File: src/rtl/alarm_pkg.sv
// -----------------------------------------------------------------------------
// alarm_pkg
// Shared definitions for the alarm trigger stage (alarm_ring).
//   - state_e      : ring FSM states (SNOOZE exists only with ALARM_SNOOZE_EN)
//   - DIGIT_W      : bits per time digit byte
//   - DIGITS       : digits per time word {H tens, H ones, M tens, M ones}
//   - *_MS_DEF     : default durations in 1 kHz cycles
//   - digit_nibble : BCD value (low nibble) of one digit byte, index 0 = M ones
// -----------------------------------------------------------------------------
package alarm_pkg;

  typedef enum logic [1:0] {
    IDLE    = 2'd0,
    RINGING = 2'd1,
    SNOOZE  = 2'd2
  } state_e;

  localparam int unsigned DIGIT_W = 8;
  localparam int unsigned DIGITS  = 4;

  localparam int unsigned RING_MS_DEF   = 60000;
  localparam int unsigned BEEP_MS_DEF   = 500;
  localparam int unsigned SNOOZE_MS_DEF = 300000;

  // Upper nibble of each digit byte carries no information and is dropped.
  function automatic logic [3:0] digit_nibble(input logic [DIGIT_W*DIGITS-1:0] word,
                                              input int unsigned               idx);
    logic [DIGIT_W*DIGITS-1:0] shifted;
    shifted = word >> (idx * DIGIT_W);
    return shifted[3:0];
  endfunction

endpackage

File: src/rtl/rise_det.sv
// -----------------------------------------------------------------------------
// rise_det
// One-cycle rising-edge detector: registers the input and flags sig & ~sig_q.
// Ports:
//   clk    : clock
//   rst_n  : asynchronous active-low reset (history register clears to 0)
//   sig_i  : level input
//   rise_o : high for the cycle in which sig_i is 1 and was 0 last cycle
// -----------------------------------------------------------------------------
module rise_det (
  input  logic clk,
  input  logic rst_n,
  input  logic sig_i,
  output logic rise_o
);

  logic sig_q;

  // NOTE: sequential state uses non-blocking (<=) so every register samples
  // pre-edge values; blocking here would create order-dependent races.
  always_ff @(posedge clk or negedge rst_n) begin
    if (!rst_n) begin
      sig_q <= 1'b0;
    end else begin
      sig_q <= sig_i;
    end
  end

  assign rise_o = sig_i & ~sig_q;

endmodule

File: src/rtl/alarm_ring.sv
// -----------------------------------------------------------------------------
// alarm_ring
// Alarm trigger stage feeding mode_ctl. Compares the running HH:MM time with
// the stored alarm time; on a fresh match it rings for RING_MS cycles, driving
// a 500 Hz buzzer tone gated by a BEEP_MS on / BEEP_MS off pattern.
//
// Optional feature: define ALARM_SNOOZE_EN to add a SNOOZE state that silences
// the ring for SNOOZE_MS cycles and then rings again. Without it the FSM has
// only IDLE/RINGING and the snooze input is ignored.
//
// Ports:
//   clk_1khz      : 1 kHz system tick
//   rst_n         : asynchronous active-low reset
//   arm           : alarm enabled (level)
//   time_in       : current time, 4 digit bytes, digit value in bits [3:0]
//   alarm_in      : alarm time, same format
//   stop          : debounced stop button (level, edge detected here)
//   snooze        : debounced snooze button (level, edge detected here)
//   alarm_ringing : high while RINGING
//   buzzer        : tone output, 0 outside the on phase of the beep pattern
// -----------------------------------------------------------------------------
module alarm_ring
  import alarm_pkg::*;
#(
  parameter int unsigned RING_MS   = RING_MS_DEF,
  parameter int unsigned BEEP_MS   = BEEP_MS_DEF,
  parameter int unsigned SNOOZE_MS = SNOOZE_MS_DEF
) (
  input  logic                      clk_1khz,
  input  logic                      rst_n,
  input  logic                      arm,
  input  logic [DIGIT_W*DIGITS-1:0] time_in,
  input  logic [DIGIT_W*DIGITS-1:0] alarm_in,
  input  logic                      stop,
  input  logic                      snooze,
  output logic                      alarm_ringing,
  output logic                      buzzer
);

  localparam int unsigned RING_W = $clog2(RING_MS + 1);
  localparam int unsigned BEEP_W = $clog2(2 * BEEP_MS + 1);

  localparam logic [RING_W-1:0] RING_LAST = RING_W'(RING_MS - 1);
  localparam logic [BEEP_W-1:0] BEEP_LAST = BEEP_W'(2 * BEEP_MS - 1);
  localparam logic [BEEP_W-1:0] BEEP_ON   = BEEP_W'(BEEP_MS);

  state_e            state_q;
  logic [RING_W-1:0] ring_cnt_q;
  logic [BEEP_W-1:0] beep_cnt_q;
  logic [BEEP_W-1:0] beep_cnt_d;
  logic              ringing_q;
  logic              buzzer_q;

  logic digits_eq;
  logic match;
  logic match_rise;
  logic stop_rise;
  logic snooze_rise;
  logic tone_on_d;

  // ---------------------------------------------------------------------------
  // HH:MM comparison on the low nibble of every digit byte
  // ---------------------------------------------------------------------------
  // NOTE: every always_comb output gets a default before any condition, so no
  // path leaves it unassigned and no latch is inferred.
  always_comb begin
    digits_eq = 1'b1;
    for (int unsigned i = 0; i < DIGITS; i++) begin
      if (digit_nibble(time_in, i) != digit_nibble(alarm_in, i)) begin
        digits_eq = 1'b0;
      end
    end
  end

  // Gating with arm makes disarm clear the match history, so re-arming inside
  // a matching minute produces a fresh rising edge.
  assign match = arm & digits_eq;

  rise_det u_match_rise (
    .clk    (clk_1khz),
    .rst_n  (rst_n),
    .sig_i  (match),
    .rise_o (match_rise)
  );

  rise_det u_stop_rise (
    .clk    (clk_1khz),
    .rst_n  (rst_n),
    .sig_i  (stop),
    .rise_o (stop_rise)
  );

  rise_det u_snooze_rise (
    .clk    (clk_1khz),
    .rst_n  (rst_n),
    .sig_i  (snooze),
    .rise_o (snooze_rise)
  );

  // Beep pattern position for the next ringing cycle; the tone toggles only
  // while that position lies in the on half.
  assign beep_cnt_d = (beep_cnt_q == BEEP_LAST) ? '0 : beep_cnt_q + BEEP_W'(1);
  assign tone_on_d  = (beep_cnt_d < BEEP_ON);

  // Upper nibbles of the digit bytes carry no information.
  logic unused_upper;
  assign unused_upper = ^{time_in & 32'hF0F0_F0F0, alarm_in & 32'hF0F0_F0F0};

`ifdef ALARM_SNOOZE_EN
  localparam int unsigned           SNOOZE_W    = $clog2(SNOOZE_MS + 1);
  localparam logic [SNOOZE_W-1:0]   SNOOZE_LAST = SNOOZE_W'(SNOOZE_MS - 1);
  logic [SNOOZE_W-1:0]              snooze_cnt_q;
`else
  logic unused_snooze;
  assign unused_snooze = snooze_rise ^ SNOOZE_MS[0];
`endif

  // ---------------------------------------------------------------------------
  // Ring FSM with registered outputs. Entering RINGING (from IDLE or SNOOZE)
  // restarts both counters and sets the buzzer for the first on cycle.
  // ---------------------------------------------------------------------------
  always_ff @(posedge clk_1khz or negedge rst_n) begin
    if (!rst_n) begin
      state_q      <= IDLE;
      ring_cnt_q   <= '0;
      beep_cnt_q   <= '0;
      ringing_q    <= 1'b0;
      buzzer_q     <= 1'b0;
`ifdef ALARM_SNOOZE_EN
      snooze_cnt_q <= '0;
`endif
    end else begin
      case (state_q)
        IDLE: begin
          // Stop/snooze edges are meaningless here and are dropped.
          if (match_rise) begin
            state_q    <= RINGING;
            ring_cnt_q <= '0;
            beep_cnt_q <= '0;
            ringing_q  <= 1'b1;
            buzzer_q   <= 1'b1;
          end
        end

        RINGING: begin
          // Stop has priority over snooze; further match edges are ignored.
          if (stop_rise || (ring_cnt_q == RING_LAST) || !arm) begin
            state_q    <= IDLE;
            ring_cnt_q <= '0;
            beep_cnt_q <= '0;
            ringing_q  <= 1'b0;
            buzzer_q   <= 1'b0;
`ifdef ALARM_SNOOZE_EN
          end else if (snooze_rise) begin
            state_q      <= SNOOZE;
            snooze_cnt_q <= '0;
            ring_cnt_q   <= '0;
            beep_cnt_q   <= '0;
            ringing_q    <= 1'b0;
            buzzer_q     <= 1'b0;
`endif
          end else begin
            ring_cnt_q <= ring_cnt_q + RING_W'(1);
            beep_cnt_q <= beep_cnt_d;
            buzzer_q   <= tone_on_d ? ~buzzer_q : 1'b0;
          end
        end

`ifdef ALARM_SNOOZE_EN
        SNOOZE: begin
          if (stop_rise || !arm) begin
            state_q      <= IDLE;
            snooze_cnt_q <= '0;
          end else if (snooze_cnt_q == SNOOZE_LAST) begin
            state_q      <= RINGING;
            snooze_cnt_q <= '0;
            ring_cnt_q   <= '0;
            beep_cnt_q   <= '0;
            ringing_q    <= 1'b1;
            buzzer_q     <= 1'b1;
          end else begin
            snooze_cnt_q <= snooze_cnt_q + SNOOZE_W'(1);
          end
        end
`endif

        default: begin
          state_q    <= IDLE;
          ring_cnt_q <= '0;
          beep_cnt_q <= '0;
          ringing_q  <= 1'b0;
          buzzer_q   <= 1'b0;
        end
      endcase
    end
  end

  assign alarm_ringing = ringing_q;
  assign buzzer        = buzzer_q;

endmodule

File: config.mk
export PLATFORM = sky130hd
export DESIGN_NAME = alarm_ring
export DESIGN_NICKNAME = d
export VERILOG_FILES = /design/src/rtl/alarm_pkg.sv /design/src/rtl/rise_det.sv /design/src/rtl/alarm_ring.sv
export SDC_FILE = /design/constraint.sdc
export NUM_CORES = 1
export LEC_CHECK = 0
export CAP_MARGIN = 40
export CORE_ASPECT_RATIO = 1.75
export CORE_UTILIZATION = 50
export CTS_BUF_LIST = sky130_fd_sc_hd__clkbuf_16
export CTS_CLUSTER_DIAMETER = 50
export CTS_CLUSTER_SIZE = 10
export DETAILED_ROUTE_END_ITERATION = 10
export DONT_BUFFER_PORTS = 1
export PLACE_DENSITY = 0.68
export SYNTH_ARGS = -nofsm -noshare
export SYNTH_HDL_FRONTEND = slang
export SYNTH_SLANG_ARGS = --single-unit
File: constraint.sdc
create_clock -name clk_1khz -period 1.9 [get_ports clk_1khz]
set_input_delay 0.19 -clock clk_1khz [delete_from_list [all_inputs] [get_ports clk_1khz]]
set_output_delay 0.19 -clock clk_1khz [all_outputs]
set_load 0.1 [all_outputs]
; ---- Word level (Yosys, flattened, before mapping)
; Index checks and enable logic that the tools add are counted.
; Widths: inputs -> output; s select.
[classes]
n_reduce_logical = 5
mux = 20
magnitude_cmp = 1
eq_ne = 9
addsub = 2
bitwise = 6
[ops]
columns = cell, n
row1 = $mux 16, 2
row2 = $pmux 16 s2, 1
row3 = $mux 10, 3
row4 = $pmux 10 s2, 1
row5 = $add 16x1->16 const B, 1
row6 = $eq 16x16->1 const B, 1
row7 = $ne 4x4->1, 4
row8 = $add 10x1->10 const B, 1
row9 = $eq 10x10->1 const B, 1
row10 = $lt 10x9->1 const B, 1
row11 = $mux 1, 8
row12 = $mux 2, 2
row13 = $ne 2x2->1 const B, 2
row14 = $pmux 1 s2, 2
row15 = $pmux 2 s2, 1
row16 = $and 1x1->1, 3
row17 = $not 1->1, 3
row18 = $eq 2x1->1 const B, 1
row19 = $logic_not 2->1, 1
row20 = $logic_or 1x1->1, 2
row21 = $reduce_and 2->1, 1
row22 = $logic_not 1->1, 1
[totals]
output_inout_bits = 2
elab_cells = 50
in_bits = 69
regBits = 32

; ---- Longest topological paths before layout
; Gate-level depths: netlist of the first run.
[logic_depth]
ltp_word = 9
ltp_mapped = 8

; ---- By module
; A second synthesis of the first run with hierarchy kept.
[hier_totals]
hier_cells = 219
area_unflattened_um2 = 1928.1
[by_module_without_submodules]
columns = module, seq_area_each_um2, instances, cells_each, area_per_inst_um2
row1 = alarm_ring, 700.7, 1, 215, 1850.5
row2 = rise_det, 25.0, 2, 2, 38.8

; ---- Worst setup path after synthesis of the first run
; OpenSTA, ideal clock, no wires.
[synth_path]
path_kind = register to register
startpoint = register alarm_ringing (netlist name)
endpoint = register beep_cnt_q[5]
t_arrival_ps = 2109
synth_period_minus_slack_ps = 2191
stages_incl_launch_ff = 5
path_slack_ps = -291
cell_sequence = dfrtp_1 -> o211ai_1 -> nor3_2 -> o21ai_0 -> a31oi_1
[synth_lines]
columns = item, line
row1 = "end signal, assigned", alarm_ring.sv:164  ; beep_cnt_q <= beep_cnt_d;
row2 = "end, declared", alarm_ring.sv:49  ; logic [BEEP_W-1:0] beep_cnt_q;

; ---- Worst setup path in the final report of the first run
[layout_path]
startpoint = register ring_cnt_q[7]
endpoint = register ring_cnt_q[13]
[layout_via]
elab_chain_len = 5
word_cells_on_any_way = 6
classes_between = add/sub: 1 / eq/ne: 1 / mux: 2 / reduce/logical: 2
[layout_lines]
columns = item, line
row1 = "start, declared", alarm_ring.sv:48  ; logic [RING_W-1:0] ring_cnt_q;
row2 = "start signal, assigned", alarm_ring.sv:163  ; ring_cnt_q <= ring_cnt_q + RING_W'(1);
row3 = "parallel branches: the longest is 3 deep, another holds $add 16x1->16", n/a
row4 = $mux 16 (*), alarm_ring.sv:147  ; if (stop_rise || (ring_cnt_q == RING_LAST) || !arm) begin
row5 = $pmux 16 s2 (*), alarm_ring.sv:133  ; case (state_q)
; Every way passes the cells marked *.
; A chain may end at the register's enable or synchronous reset.

==> results.txt, run 1 <==
- The run finished with clean final reports.
- Number of setup violations in the final report: 0
- Count of non-filler cells in the finished layout: 302
* Async S/R FF share, synth: 1.00
- Count of unique library cells instantiated by Yosys: 48
* Upper clock frequency limit: ~530 MHz
* Wire length of the first global-routing pass: roughly 8500 um
* Cell area after technology mapping: 1950 sq um
- The largest single stage delay on the critical path is a little over 400 ps.
- TritonCTS built the clock tree.
- Antenna-violating nets left: 0
- Final-report hold violation count: 0
- After synthesis the netlist holds a flip-flop and latch count of 30.
- The number of antenna violations at the first check in global routing came to 0.
* Combinational group share of total power: 0.039
- Vertical extent of the die: roughly 85 um
- For the final routed database, the setup TNS stands at 0 ps.
- Clock net sink count: 30
- Tightest Hold Check Type: in2reg
- For this design the static power due to leakage is slightly below 0.001 uW.
* Via density per instance: approximately 6.3
- When the netlist entered floorplanning its net count stood at 297.
- After global routing the overflow that remains totals 0.
- Detailed Route Iter0 Violations: 45
- Maximum number of pins on one net before global-route repair: 31
* Clock latency on the worst-skew pair: 270 ps
- Area growth, synth to finish: 24.9%
- Final period demand of the worst path: 1870 ps
- Antenna Cells: 0
* WL per Instance: 16.7 um
- After layout, the design draws a total of 1430 uW.
* Tightest hold margin: 244 ps
- The number of global-route vias before repair is 1891.
* Number of nets at the end of the flow: about 330
- The floorplan step defined a die boundary enclosing between 4000 and 5000 sq um.
- Startpoint class of the critical path: flop
- Biggest fanout along the worst timing path: 20
* Final clock period utilization by the worst path: 0.985
- Final weighted congestion of routability-driven global placement: between 0.8 and 0.9
- By area the synthesized netlist is led by dfrtp_1 (38%), xnor2_1 (4.9%), a31oi_1 (4.8%).
* Number of filler cells placed in the layout: between 200 and 300
- TritonCTS created 5 clock buffers.
- In this run the standard cell core region covers 3660 sq um.
* Global routing usage summed across all routing layers: 0.262
- The worst register-to-register path begins at ring_cnt_q[7]$_DFFE_PN0P_.
* Total detailed-routing wirelength: about 5000 um
* 1st-pass router iterations: 5
* Residual DRC count: 0
* Portion of synthesized cell area occupied by the leading cell type: 0.384
- Max transition margin: 0.773
- For the final database, setup skew stands at about 3.8 ps.
- I/O Pins: 71
- Routed vias: 1916
* Buffer type at the clock tree root: clkbuf_16
* Fin. max-slew vios: 0
- The tool flagged a number of max-cap violations equal to 0.
- Post-synthesis instance total: 226
* Critical-path top delay cell: or3_4
* Final HPWL DP: 3460 um
- Biggest area consumer among synthesized cells: dfrtp_1
* Worst setup path class: reg2reg
- Internal power comes to 1140 uW.
* Most common flop cell mapped by yosys: dfrtp_1
- For the worst setup path, the data required time is slightly above 2000 ps.
- Walking the worst path, the cells encountered are or3_4 > nor4_4 > nor2_2 > buf_8 > a41oi_1 > a31oi_1.
* Buffers added on ports: 0
- Starting utilization of the core area: 0.533
* Chip width: around 49 um
- Setup crit end kind: flop
- Of the total power, registers draw 0.448.
* Number of enable-type register cells in the synthesized netlist: 0
* First element of the critical path: ring_cnt_q[7]$_DFFE_PN0P_
- Worst hold start: arm
* RSZ-0062 raised after global routing: yes
- Across the whole layout, storage elements account for 753 sq um.
* Count of yosys warnings during synthesis: 0
- The analysis attributes to net switching a power of between 200 and 300 uW.
* Data arrival, critical path: 2010 ps
* Share of total power in the clock network: 0.514
- Synth Area per Inst: 8.64 sq um
- For this design the ratio of total power to cell area is around 600 nW/um^2.
- Number of cells in the design after placement: between 200 and 300
* Share of cells above drive strength 1: 0.227
- Maximum root-to-sink buffer count: 2
- # H-tree levels: 2
* Transition time at the pin with the least slew margin: 341 ps
* Std-Cell Rows: 29
- Of the synthesized area, sequential elements account for 0.384.
- VDD sags by at most 0.556 mV.
- Summing all multi-input logic gate instances after layout gives 1130 sq um.
* Clock transition at the register clock pins on the worst setup and hold paths after CTS: 50 ps
- Switching part of the total: 0.205
-- synth_stat cells (all sizes together), types with 2 or more instances --
master and instances:
o31ai 4, nand3 13, nor2 12, nand4b 2
a41oi 2, nand2 14, xor2 5, a31oi 15
dfrtp 30, or3 10, o21ai 12, inv 17
nand2b 3, nand4 8, xnor2 11, nor3 6
o211ai 5, a21oi 13, and3 3, o221ai 2
ha 2, clkbuf 5, buf 7, mux2i 2
and2 2, nor4 7
-- power by group through the flow --
stage          Sequential, uW  Combinational [uW]  Clock [uW]
2_1_floorplan             653                31.2           0
3_3_place_gp              652                34.5           0
3_5_place_dp              653                35.6           0
4_1_cts                   642                57.3         743
5_1_grt                   641                63.2         773
6_report                  642                55.5         736
-- sequential cells by signal, indices dropped and copies added (netlist names) --
register	flops
u_match_rise.sig_q	1
ring_cnt_q	16
beep_cnt_q	10
buzzer	1
u_stop_rise.sig_q	1
alarm_ringing	1
-- critical path: cells and delay by family, from the launching register on --
family / cells / cell delay (ps)
buffers and inverters: 1 / 180
AO/OA/AOI/OAI: 2 / 300
AND/OR/NAND/NOR: 3 / 880
flip-flops: 1 / 370
-- logic make-up after synthesis --
| group | Yosys count | synth area share |
|---|---|---|
| AOI/OAI and AO/OA | 63 | 0.215 |
| xor gates and xnor gates | 16 | 0.0717 |
| muxes | 3 | 0.0160 |
| adders and majority gates | 2 | 0.0128 |
| DFF | 30 | 0.384 |
| buffers and inverters | 29 | 0.0685 |
| and+or+nand+nor | 83 | 0.231 |
-- timing repair --
| action | CTS | global route |
|---|---|---|
| setup endpoints to repair | 0 | 8 |
| gates resized for setup | 0 | 16 |
| endpoints found under the hold margin | 31 | 0 |
| buffers inserted | 0 | 2 |
| hold buffers | 3 | 0 |
-- metrics by stage --
step | setup slack, ps | utilization | area [sq um]
finish | 28.6 | 0.666 | 2440
floorplan | 59.4 | - | 1950
detailed placement | 30.1 | 0.595 | 2180
CTS | 4.97 | 0.643 | 2360
global route | -56.5 | 0.666 | 2440
global placement | -108 | 0.591 | 2160
-- worst paths after layout --
| check | slack (ps) | cells past startpoint | end |
|---|---|---|---|
| hold reg to reg | 560 | 1 | ring_cnt_q[2]$_DFFE_PN0P_ |
| hold / removal | 240 | 3 | u_match_rise.sig_q$_DFF_PN0_ |
| setup / recovery | 30 | 6 | ring_cnt_q[13]$_DFFE_PN0P_ |
| min in group asynchronous | 370 | 2 | u_match_rise.sig_q$_DFF_PN0_ |
| max in group asynchronous | 1340 | 2 | beep_cnt_q[2]$_DFFE_PN0P_ |
| setup reg to reg | 30 | 6 | ring_cnt_q[13]$_DFFE_PN0P_ |
-- placed cells by master (no fill, tap or decap), types with 3 or more instances in the layout --
cell and n:
dfrtp_1 28, buf_4 27, inv_1 20, a31oi_1 15, nand2_1 14, nand3_1 12
xnor2_1 11, nor2_1 11, a21oi_1 11, o21ai_0 10, or3_1 9, nand4_1 8
xor2_1 5, nor4_1 5, nor3_1 5, o211ai_1 5, clkbuf_16 5, nand2b_1 3
and3_1 3, o31ai_1 3
-- cell type report --
type | count | area share
inverter | 17 | 0.0262
clock inverter | 3 | 0.00462
multi-input combinational | 167 | 0.463
timing repair buffer | 34 | 0.123
sequential | 30 | 0.309
tap | 46 | 0.0236
clock buffer | 5 | 0.0513
-- layer usage --
metal  GRT usage  part of all wire  wire length [um]  up-vias
li1            -                 -                 -      904
met1       0.280              0.38              1900      928
met2       0.488              0.57              2850       72
met3      0.0399             0.038               190       12
met4       0.118             0.019                97        0
met5           0                 0                 0        -
Power figures use the tool's default switching activity.
==> run 2: changes to the inputs <==
--- a/config.mk
+++ b/config.mk
@@ -5,12 +5,13 @@
 export SDC_FILE = /design/constraint.sdc
 export NUM_CORES = 1
 export LEC_CHECK = 0
+export ABC_AREA = 0
 export CAP_MARGIN = 40
 export CORE_ASPECT_RATIO = 1.75
 export CORE_UTILIZATION = 50
 export CTS_BUF_LIST = sky130_fd_sc_hd__clkbuf_16
 export CTS_CLUSTER_DIAMETER = 50
-export CTS_CLUSTER_SIZE = 10
+export CTS_CLUSTER_SIZE = 28
 export DETAILED_ROUTE_END_ITERATION = 10
 export DONT_BUFFER_PORTS = 1
 export PLACE_DENSITY = 0.68
==> results of run 2 <==
Final layout, timing and power as in run 1 (identical DEF).
==> run 3: changes to the inputs <==
--- a/config.mk
+++ b/config.mk
@@ -6,7 +6,7 @@
 export NUM_CORES = 1
 export LEC_CHECK = 0
 export ABC_AREA = 0
-export CAP_MARGIN = 40
+export CAP_MARGIN = 5
 export CORE_ASPECT_RATIO = 1.75
 export CORE_UTILIZATION = 50
 export CTS_BUF_LIST = sky130_fd_sc_hd__clkbuf_16
@@ -15,6 +15,7 @@
 export DETAILED_ROUTE_END_ITERATION = 10
 export DONT_BUFFER_PORTS = 1
 export PLACE_DENSITY = 0.68
+export SLEW_MARGIN = 20
 export SYNTH_ARGS = -nofsm -noshare
 export SYNTH_HDL_FRONTEND = slang
 export SYNTH_SLANG_ARGS = --single-unit
==> run 3 against run 2 <==
- sequential cell count unchanged
- critical endpoint unchanged
- clock-buffer cell count unchanged
- critical path depth unchanged
- sequential power about the same
- combinational power about the same
- critical path type unchanged
- clock skew decreased by 2.2 ps
- highest routed layer unchanged
- largest power group unchanged
==> results.txt, run 3 (synthesis gave the netlist of run 1 again) <==
- Final period demand of the worst path: 1860 ps (-14.8 ps)
- The wire length per cell is 17.5 um (+4.8%).
- The remaining antenna violation count was 0 (unchanged).
* Count of non-filler cells in the finished layout: 302 (unchanged)
- The detail-routed via count per cell came to 6.31 (-0.57%).
- The largest net degree at the start of global routing was 31 (unchanged).
- Antenna Cells: 0 (unchanged)
- Residual DRC count: 0 (unchanged)
* Number of buffers inserted during clock tree synthesis: 5 (unchanged)
* Setup slack at placement: -174 ps (-205 ps)
- Startpoint class of the critical path: flop
- The worst-case clock skew is 1.55 ps (-2.22 ps).
- Clock net sink count: 30 (unchanged)
* Number of nets at the end of the flow: 326 (unchanged)
- Fin. max-slew vios: 0 (unchanged)
- The maximum ir drop on the vdd rail was 0.629 mV (+13%).
- Buffers added on ports: 0 (unchanged)
- The largest registers in the layout are ring_cnt_q x16, beep_cnt_q x10.
* Final HPWL DP: 3460 um (-0.20%)
* Wire length of the first global-routing pass: 8540 um (+0.98%)
* Buffer type at the clock tree root: clkbuf_16
- The path class of the tightest hold or removal check is in2reg.
- Vertical extent of the die: 84.7 um (unchanged)
- Total detailed-routing wirelength: 5280 um (+4.8%)
- First element of the critical path: ring_cnt_q[7]$_DFFE_PN0P_
- The area of the placeable core was 3660 sq um (unchanged).
- The H-tree level count came to 2 (unchanged).
- Max-capacitance violation count: 0 (unchanged)
* Number of antenna violations at the first check in global routing: 0 (unchanged)
- The number of I/O pins is 71 (unchanged).
- The clock-pin slew of the registers on the worst-case setup and hold paths is 50 ps (about the same).
- The number of hold-slack violations in the final timing report was 0 (unchanged).
* RSZ-0062 raised after global routing: yes
* Detailed Route Iter0 Violations: 68 (+51%)
- End point of the critical path: ring_cnt_q[13]$_DFFE_PN0P_
* Leftover overflow at the end of global routing: 0 (unchanged)
- Global routing usage summed across all routing layers: 0.268 (+0.00559)
* Maximum root-to-sink buffer count: 2 (unchanged)
* TritonCTS clock tree: yes
- Final weighted congestion of routability-driven global placement: 0.884 (unchanged)
- The row count is 29 (unchanged).
* Worst Setup Slack, final: 43.4 ps (+14.8 ps)
- The length in cells of the worst reg-to-reg path came to 6 (unchanged).
- The number of detailed-route iterations in the first pass was 5 (unchanged).
- The fraction of the cycle the final worst path needs was 0.977 (-0.00778).
- Setup crit end kind: flop
- The maximum clock frequency was 539 MHz (+0.80%).
* Chip width: 49.2 um (unchanged)
- The initial cell density of the core is 0.533 (unchanged).
* Biggest fanout along the worst timing path: 13 (-35%)
* Data arrival, critical path: 2000 ps (about the same)
- Overall power after layout: 1440 uW (+0.22%)
* Worst R2R End: ring_cnt_q[13]$_DFFE_PN0P_
* Area growth, synth to finish: 24.2%
* LEAKAGE: 0.000968 uW (-0.40%)
* Largest reg by FF count: ring_cnt_q
- The critical path is of the reg2reg type.
- Number of global-route vias before repair: 1961 (+3.7%)
* Max transition margin: 0.574 (-0.199)
* Status: finished clean
- P per Cell Area: 593 nW/um^2 (+0.85%)
- Clock latency on the worst-skew pair: 270 ps (about the same)
- Startpoint of the worst-slack reg-to-reg timing path: ring_cnt_q[7]$_DFFE_PN0P_
- Worst hold start: arm
- Floorplan die area: 4170 sq um (unchanged)
* Number of cells in the design after placement: 288 (-0.35%)
- The final setup violation count came to 0 (unchanged).
- The via count is 1905 (-0.57%).
- Transition time at the pin with the least slew margin: 637 ps (+296 ps)
- Tightest hold margin: 247 ps (+3.57 ps)
* Required time at the worst-slack endpoint: 2040 ps (about the same)
- Highest-count cells in the layout ignoring fill and taps: dfrtp_1 (28), buf_4 (28), inv_1 (20), a31oi_1 (15), nand2_1 (14)
- Share of cells above drive strength 1: 0.211 (-0.0156)
* Setup slack on the worst flop-to-flop path: 40 ps (about the same)
- Max FFs per register: 16 (unchanged)
==> run 3: where the power goes <==
group / leakage, uW / internal [uW] / total [uW] / switching [uW]
logic: 0.000476 / 29.5 / 55.4 / 25.9
clock network: 0.0000776 / 470 / 740 / 270
registers: 0.000414 / 641 / 642 / 0.577
==> run 3: repair_timing <==
item	CTS	global route
hold buffers	3	0
setup buffers	0	2
pin swaps	0	2
resized for setup	3	9
gates cloned	0	1
endpoints found under the setup margin	20	14
hold endpoints to repair	31	0
==> run 3: stage by stage <==
step	TNS, ps	utilization	instance area [sq um]
floorplan	0	-	1950
global placement	-565	0.591	2160
detailed placement	-1450	0.591	2160
CTS	0	0.644	2360
global route	-72.6	0.662	2420
finish	0	0.662	2420
==> run 3: worst min-delay path by stage <==
stage	end	slack, ps	cells after the start
after CTS	u_match_rise.sig_q$_DFF_PN0_	240	3
after detailed placement	beep_cnt_q[7]$_DFFE_PN0P_	-100	0
after global placement	beep_cnt_q[8]$_DFFE_PN0P_	-110	0
after global routing	u_match_rise.sig_q$_DFF_PN0_	280	3
after floorplan	alarm_ringing$_DFFE_PN0P_	-110	0
final	u_match_rise.sig_q$_DFF_PN0_	250	3
==> run 3: worst max-delay path, stage by stage (launching register included) <==
cell and delay, ps:
dfrtp_1 380, or3_4 410, nor4_4 310, buf_4 200, nor2_4 80, a41oi_1 280
a31oi_1 60
==> run 3: per-layer routing <==
metal,vias to the layer above,wire length (um),GRT usage
li1,900,-,-
met1,921,1910,0.264
met2,66,2970,0.509
met3,18,197,0.0399
met4,0,214,0.150
met5,-,0,0
==> run 3: area by class of cell <==
cell class,count,area (sq um)
multi-input cells,168,1130
repair buffers,33,282
inverters,17,63.8
clock inverters,3,11.3
flip-flops and latches,30,753
fillers,291,1240
clock buffers,5,125
well taps,46,57.6
